### src/rtl/bsg_regbank_tx.sv
// bsg_regbank_tx: bus-programmed register bank that streams DATA_0..DATA_(LEN-1)
// to the encoder over a valid/ready handshake, with done/abort status and IRQ.
module bsg_regbank_tx #(
   parameter int DATA_WIDTH = 8,
   parameter int ADDR_WIDTH = 8,
   parameter int BASE_ADDR  = 'h10,
   parameter int NUM_DATA   = 2
) (
   input  logic                  G_CLK_TX,
   input  logic                  rst,
   input  logic                  BUS_SEL,
   input  logic                  BUS_WRITE,
   input  logic [ADDR_WIDTH-1:0] ADDR_IN,
   input  logic [DATA_WIDTH-1:0] DATA_IN,
   output logic [DATA_WIDTH-1:0] DATA_OUT,
   output logic                  DATA_OUT_VALID,
   output logic [DATA_WIDTH-1:0] TX_DATA,
   output logic                  TX_VALID,
   input  logic                  TX_READY,
   output logic                  TX_LAST,
   output logic                  BUSY,
   output logic                  IRQ
);

   typedef enum logic {ST_IDLE, ST_SEND} state_t;

   localparam logic [ADDR_WIDTH-1:0] BASE = ADDR_WIDTH'(BASE_ADDR);

   state_t                  state_reg, state_next;
   logic [DATA_WIDTH-1:0]   idx_reg, idx_next;
   logic [DATA_WIDTH-1:0]   len_reg;
   logic [DATA_WIDTH-1:0]   data_reg [NUM_DATA];
   logic                    irq_en_reg, loop_reg;
   logic                    done_reg, aborted_reg;
   logic [DATA_WIDTH-1:0]   data_out_reg;
   logic                    data_out_valid_reg;

   logic [ADDR_WIDTH-1:0]   addr_off;
   logic                    in_window, wr_en, rd_en;
   logic                    sel_ctrl, sel_stat, sel_len;
   logic [NUM_DATA-1:0]     sel_data;
   logic                    start_cmd, abort_cmd, stat_rd;
   logic                    len_ok, last_word, sending;
   logic                    done_set, abort_set;
   logic [DATA_WIDTH-1:0]   rd_data, tx_word;

   // Address decode: the window covers CONTROL, STATUS, LEN and every DATA_i.
   assign addr_off  = ADDR_IN - BASE;
   assign in_window = (ADDR_IN >= BASE) && (addr_off <= ADDR_WIDTH'(2 + NUM_DATA));
   assign wr_en     = BUS_SEL & BUS_WRITE & in_window;
   assign rd_en     = BUS_SEL & ~BUS_WRITE & in_window;
   assign sel_ctrl  = (addr_off == ADDR_WIDTH'(0));
   assign sel_stat  = (addr_off == ADDR_WIDTH'(1));
   assign sel_len   = (addr_off == ADDR_WIDTH'(2));

   genvar gi;
   generate
      for (gi = 0; gi < NUM_DATA; gi++) begin : g_sel
         assign sel_data[gi] = (addr_off == ADDR_WIDTH'(3 + gi));
      end
   endgenerate

   // ABORT in the same write masks START entirely.
   assign start_cmd = wr_en & sel_ctrl & DATA_IN[0] & ~DATA_IN[3];
   assign abort_cmd = wr_en & sel_ctrl & DATA_IN[3];
   assign stat_rd   = rd_en & sel_stat;
   assign sending   = (state_reg == ST_SEND);
   assign len_ok    = (len_reg != '0) && (len_reg <= DATA_WIDTH'(NUM_DATA));
   assign last_word = (idx_reg == len_reg - DATA_WIDTH'(1));

   // Next-state logic for the transfer sequencer and the done/abort set events.
   always_comb begin
      state_next = state_reg;
      idx_next   = idx_reg;
      done_set   = 1'b0;
      abort_set  = 1'b0;
      case (state_reg)
         ST_IDLE: begin
            if (start_cmd) begin
               if (len_ok) begin
                  state_next = ST_SEND;
                  idx_next   = '0;
               end else begin
                  done_set = 1'b1;
               end
            end
         end
         ST_SEND: begin
            if (TX_READY) begin
               if (!last_word) begin
                  idx_next = idx_reg + DATA_WIDTH'(1);
               end else begin
                  done_set = 1'b1;
                  idx_next = '0;
                  if (!loop_reg) state_next = ST_IDLE;
               end
            end
            // Abort overrides everything and leaves DONE untouched.
            if (abort_cmd) begin
               state_next = ST_IDLE;
               idx_next   = '0;
               done_set   = 1'b0;
               abort_set  = 1'b1;
            end
         end
         default: state_next = ST_IDLE;
      endcase
   end

   // Sequencer state and word index.
   always_ff @(posedge G_CLK_TX or negedge rst) begin
      if (!rst) begin
         state_reg <= ST_IDLE;
         idx_reg   <= '0;
      end else begin
         state_reg <= state_next;
         idx_reg   <= idx_next;
      end
   end

   // Programmable registers; LEN and DATA are frozen while a transfer runs.
   always_ff @(posedge G_CLK_TX or negedge rst) begin
      if (!rst) begin
         irq_en_reg <= 1'b0;
         loop_reg   <= 1'b0;
         len_reg    <= '0;
         for (int i = 0; i < NUM_DATA; i++) data_reg[i] <= '0;
      end else begin
         if (wr_en && sel_ctrl) begin
            irq_en_reg <= DATA_IN[1];
            loop_reg   <= DATA_IN[2];
         end
         if (wr_en && sel_len && !sending) len_reg <= DATA_IN;
         for (int i = 0; i < NUM_DATA; i++) begin
            if (wr_en && sel_data[i] && !sending) data_reg[i] <= DATA_IN;
         end
      end
   end

   // Sticky flags: a STATUS read clears them, a same-cycle set event wins.
   always_ff @(posedge G_CLK_TX or negedge rst) begin
      if (!rst) begin
         done_reg    <= 1'b0;
         aborted_reg <= 1'b0;
      end else begin
         done_reg    <= done_set  | (done_reg    & ~stat_rd);
         aborted_reg <= abort_set | (aborted_reg & ~stat_rd);
      end
   end

   // Read data mux; unused upper bits stay zero.
   always_comb begin
      rd_data = '0;
      if (sel_ctrl) begin
         rd_data[1] = irq_en_reg;
         rd_data[2] = loop_reg;
      end
      if (sel_stat) rd_data[3:0] = {sending, aborted_reg, done_reg, sending};
      if (sel_len)  rd_data = len_reg;
      for (int i = 0; i < NUM_DATA; i++) begin
         if (sel_data[i]) rd_data = data_reg[i];
      end
   end

   // Registered read port: DATA_OUT holds between in-window reads.
   always_ff @(posedge G_CLK_TX or negedge rst) begin
      if (!rst) begin
         data_out_reg       <= '0;
         data_out_valid_reg <= 1'b0;
      end else begin
         data_out_valid_reg <= rd_en;
         if (rd_en) data_out_reg <= rd_data;
      end
   end

   // Word selected by the current index.
   always_comb begin
      tx_word = '0;
      for (int i = 0; i < NUM_DATA; i++) begin
         if (idx_reg == DATA_WIDTH'(i)) tx_word = data_reg[i];
      end
   end

   assign TX_DATA        = sending ? tx_word : '0;
   assign TX_VALID       = sending;
   assign TX_LAST        = sending & last_word;
   assign BUSY           = sending;
   assign IRQ            = done_reg & irq_en_reg;
   assign DATA_OUT       = data_out_reg;
   assign DATA_OUT_VALID = data_out_valid_reg;

endmodule
### config.mk
export PLATFORM = sky130hd
export DESIGN_NAME = bsg_regbank_tx
export DESIGN_NICKNAME = d
export VERILOG_FILES = /design/src/rtl/bsg_regbank_tx.sv
export SDC_FILE = /design/constraint.sdc
export NUM_CORES = 1
export LEC_CHECK = 0
export CAP_MARGIN = 10
export CORE_UTILIZATION = 49
export CTS_CLUSTER_DIAMETER = 40
export CTS_CLUSTER_SIZE = 16
export DETAILED_ROUTE_END_ITERATION = 7
export PLACE_DENSITY = 0.76
export SLEW_MARGIN = 40
export SYNTH_ARGS = -nofsm -noshare
export SYNTH_HDL_FRONTEND = slang
export SYNTH_SLANG_ARGS = --single-unit
export TNS_END_PERCENT = 50
### constraint.sdc
create_clock -name G_CLK_TX -period 1.99 [get_ports G_CLK_TX]
set_clock_uncertainty 0.15 [all_clocks]
set_input_delay 0.2985 -clock G_CLK_TX [delete_from_list [all_inputs] [get_ports G_CLK_TX]]
set_output_delay 0.2985 -clock G_CLK_TX [all_outputs]
set_load 0.02 [all_outputs]
==> metrics.md <==
| Metric | Value |
|---|---|
| DP Area | `3770 um^2` |
| DR vias | `2634` |
| GP Congestion | `0.897` |
| Fin. Hold Viols | `0` |
| Root Buffer | `clkbuf_8` |
| Min Tclk post-route | `2.50 ns` |
| Worst Setup End Kind | `output port` |
| Area contributors post-synth | `dfrtp_1, mux2_2, mux2_4, a21oi_1, a22oi_1` |
| Global route total overflow | `0` |
| Ys flop type | `dfrtp_1` |
| Die width | `76.8 um` |
| Port Buf Inserts | `41` |
| Critical Path AT | `2.05 ns` |
| HP Class | `flop to flop` |
| Gr usage total | `30.2%` |
| Cell taking the most area after synthesis | `dfrtp_1` |
| WL per Instance | `18.7 um` |
| Initial antenna violation count | `0` |
| Top post-synthesis cells by count | `dfrtp_1, mux2_2, nand2_1` |
| Rows | `26` |
| Worst Setup Start Kind | `flop` |
| Power Dens Cells | `398 nW/um^2` |
| DR iter-0 viols | `141` |
| WL final | `8490 um` |
| Vias/cell | `5.80` |
| Mapped Area | `2740 um^2` |
| Fin. max-slew vios | `0` |
| Die height | `76.8 um` |
| CTS Buf Count | `5` |
| Vias in the first global route | `2716` |
| Largest net degree at the start of global routing | `29` |
| First-pass GRT wire length | `13700 um` |
| CTS clk-pin slew, worst paths | `0.09 ns` |
| Remaining antenna violation count | `0` |
| Mean Syn Cell Area | `10.2 um^2` |
| Worst IR Drop VDD | `0.000332 V` |
| Final setup vio count | `19` |
| Fin nets | `410` |
| Starting density of the core | `52.3%` |
| Longest Clk Path Bufs | `2` |
| Max frequency | `0.400 GHz` |
| Largest register FFs | `16` |
| Synthesized Nets | `295` |
| Util after Layout | `80.5%` |
| Number of remaining DRC errors | `0` |
| Pre-antenna DRT Iters | `4` |
| Post-synth EDFFs | `0` |
| Area added between synthesis and finish | `53.8%` |
| YS warnings | `0` |
| N_diodes | `0` |
| Setup TNS Final | `-4.08 ns` |
| Sink Count | `46` |
| Post-synth top area share | `42.0%` |
| Num ports | `42` |
| Post-synthesis sequential area ratio | `42.0%` |
| Least-Margin Pin Slew | `0.639 ns` |
| Most numerous cell in the Yosys netlist | `dfrtp_1` |
| MaxCap Viol Count | `0` |
| Min Hold Slack | `0.337 ns` |
| Synth Register Bits | `46` |
| Status | `finished, violations left` |
| CORE AREA | `5240 um^2` |
| Final instance area | `4220 um^2` |
| Period utilisation layout | `126%` |
| Share of cells above drive strength 1 | `46.9%` |
| H-tree Lvls | `2` |
| Die area | `5900 um^2` |
| Slew headroom | `57.4%` |
| Post-route setup slack | `-0.510 ns` |
| Failing checks | `negative setup slack` |
| Hpwl dp | `5610 um` |
| Yosys cell types | `53` |
| TritonCTS clock tree | `built` |
| Worst-Skew Late Latency | `0.31 ns` |
| WS Path Type | `flop to output port` |
| Dpl ws | `-0.690 ns` |
| Critical Path RT | `1.54 ns` |
| P_leak | `1.94 nW` |
| RSZ-0062 raised after global routing | `yes` |
| Crit path max fanout | `3` |
| Cells after Synth | `268` |
| Ys async rst share | `100%` |
## path summary, 6_finish.rpt
path / slack (ns) / cells past startpoint / start / endpoint
setup / recovery: -0.51 / 8 / len_reg[0] / TX_LAST
hold reg to reg: 0.34 / 2 / DATA_OUT[1] / DATA_OUT[1]
setup reg to reg: -0.14 / 8 / len_reg[5] / idx_reg[6]
hold / removal: 0.34 / 2 / DATA_OUT[1] / DATA_OUT[1]
min in group asynchronous: 0.39 / 2 / rst / DATA_OUT[1]
max in group asynchronous: 0.76 / 3 / rst / len_reg[3]
## metrics by stage
| step | std cells | power, mW |
|---|---|---|
| final | 454 | 1.68 |
| after floorplan | 268 | 0.992 |
| after CTS | 449 | 1.68 |
| after global routing | 454 | 1.73 |
| after global placement | 429 | 1.10 |
| after detailed placement | 429 | 1.10 |
## critical path: stages (launching register included)
cell and delay, ns:
dfrtp_1 0.40, inv_2 0.11, ha_4 0.22, xnor2_2 0.13, a211oi_2 0.18, nand4b_1 0.17
o21ba_4 0.25, and3_4 0.18, buf_6 0.11
## layer usage
metal  up-vias  share of wire, %  global-route usage, %
li1       1218                 -                      -
met1      1313                41                   37.0
met2        79                52                   51.2
met3        24               4.8                   6.07
met4         0               2.9                   13.5
met5         -                 0                      0
## placed cells by master (no fill, tap or decap), types with 4 or more instances in the layout
cell type / Yosys / final
buf_4: 1 / 74
mux2_4: 8 / 17
inv_1: 11 / 6
inv_2: 0 / 5
a22oi_2: 0 / 8
mux2_2: 20 / 11
ha_1: 6 / 4
dlygate4sd2_1: 0 / 7
nor3_1: 11 / 8
buf_12: 0 / 4
nand4_1: 5 / 5
o21ai_0: 9 / 8
nor2_1: 15 / 12
dfrtp_1: 46 / 43
a222oi_1: 6 / 6
a21oi_1: 15 / 14
xor2_1: 5 / 5
buf_6: 1 / 11
nor4_4: 1 / 4
and3_1: 7 / 6
nor2b_1: 11 / 10
clkbuf_8: 0 / 5
nand2_1: 20 / 19
clkdlybuf4s50_1: 0 / 21
## area by class of cell
cell class,count,area [um^2]
Clock buffer,5,68.8
Clock inverter,3,21.3
Fill cell,316,1020
Inverter,11,41.3
Multi-Input combinational cell,197,1780
Sequential cell,46,1150
Tap cell,70,87.6
Timing Repair Buffer,122,1060
## cells by family after synthesis
group	after synthesis	share of synthesized area [%]
buffers and inverters	25	4.02
AO/OA/AOI/OAI	60	15.2
XOR/XNOR	10	3.20
flip-flops	46	42.0
adder cells (fa/ha/maj)	6	2.74
multiplexers	28	12.6
AND/OR/NAND/NOR	93	20.2
## power by group
group / internal [mW] / total, mW / leakage (nW) / switching (mW)
Clock: 0.247 / 0.585 / 0.0441 / 0.338
Sequential: 0.936 / 0.938 / 0.632 / 0.00226
Combinational: 0.0738 / 0.154 / 1.27 / 0.0800
## repair_timing
| item | in CTS | in global routing |
|---|---|---|
| endpoints found under the hold margin | 27 | 0 |
| buffers inserted | 15 | 6 |
| pin swaps | 19 | 14 |
| hold buffers | 1 | 0 |
| gates resized for setup | 98 | 22 |
| setup endpoints to repair | 53 | 48 |
| cloned | 0 | 0 |
Power figures use the tool's default switching activity.
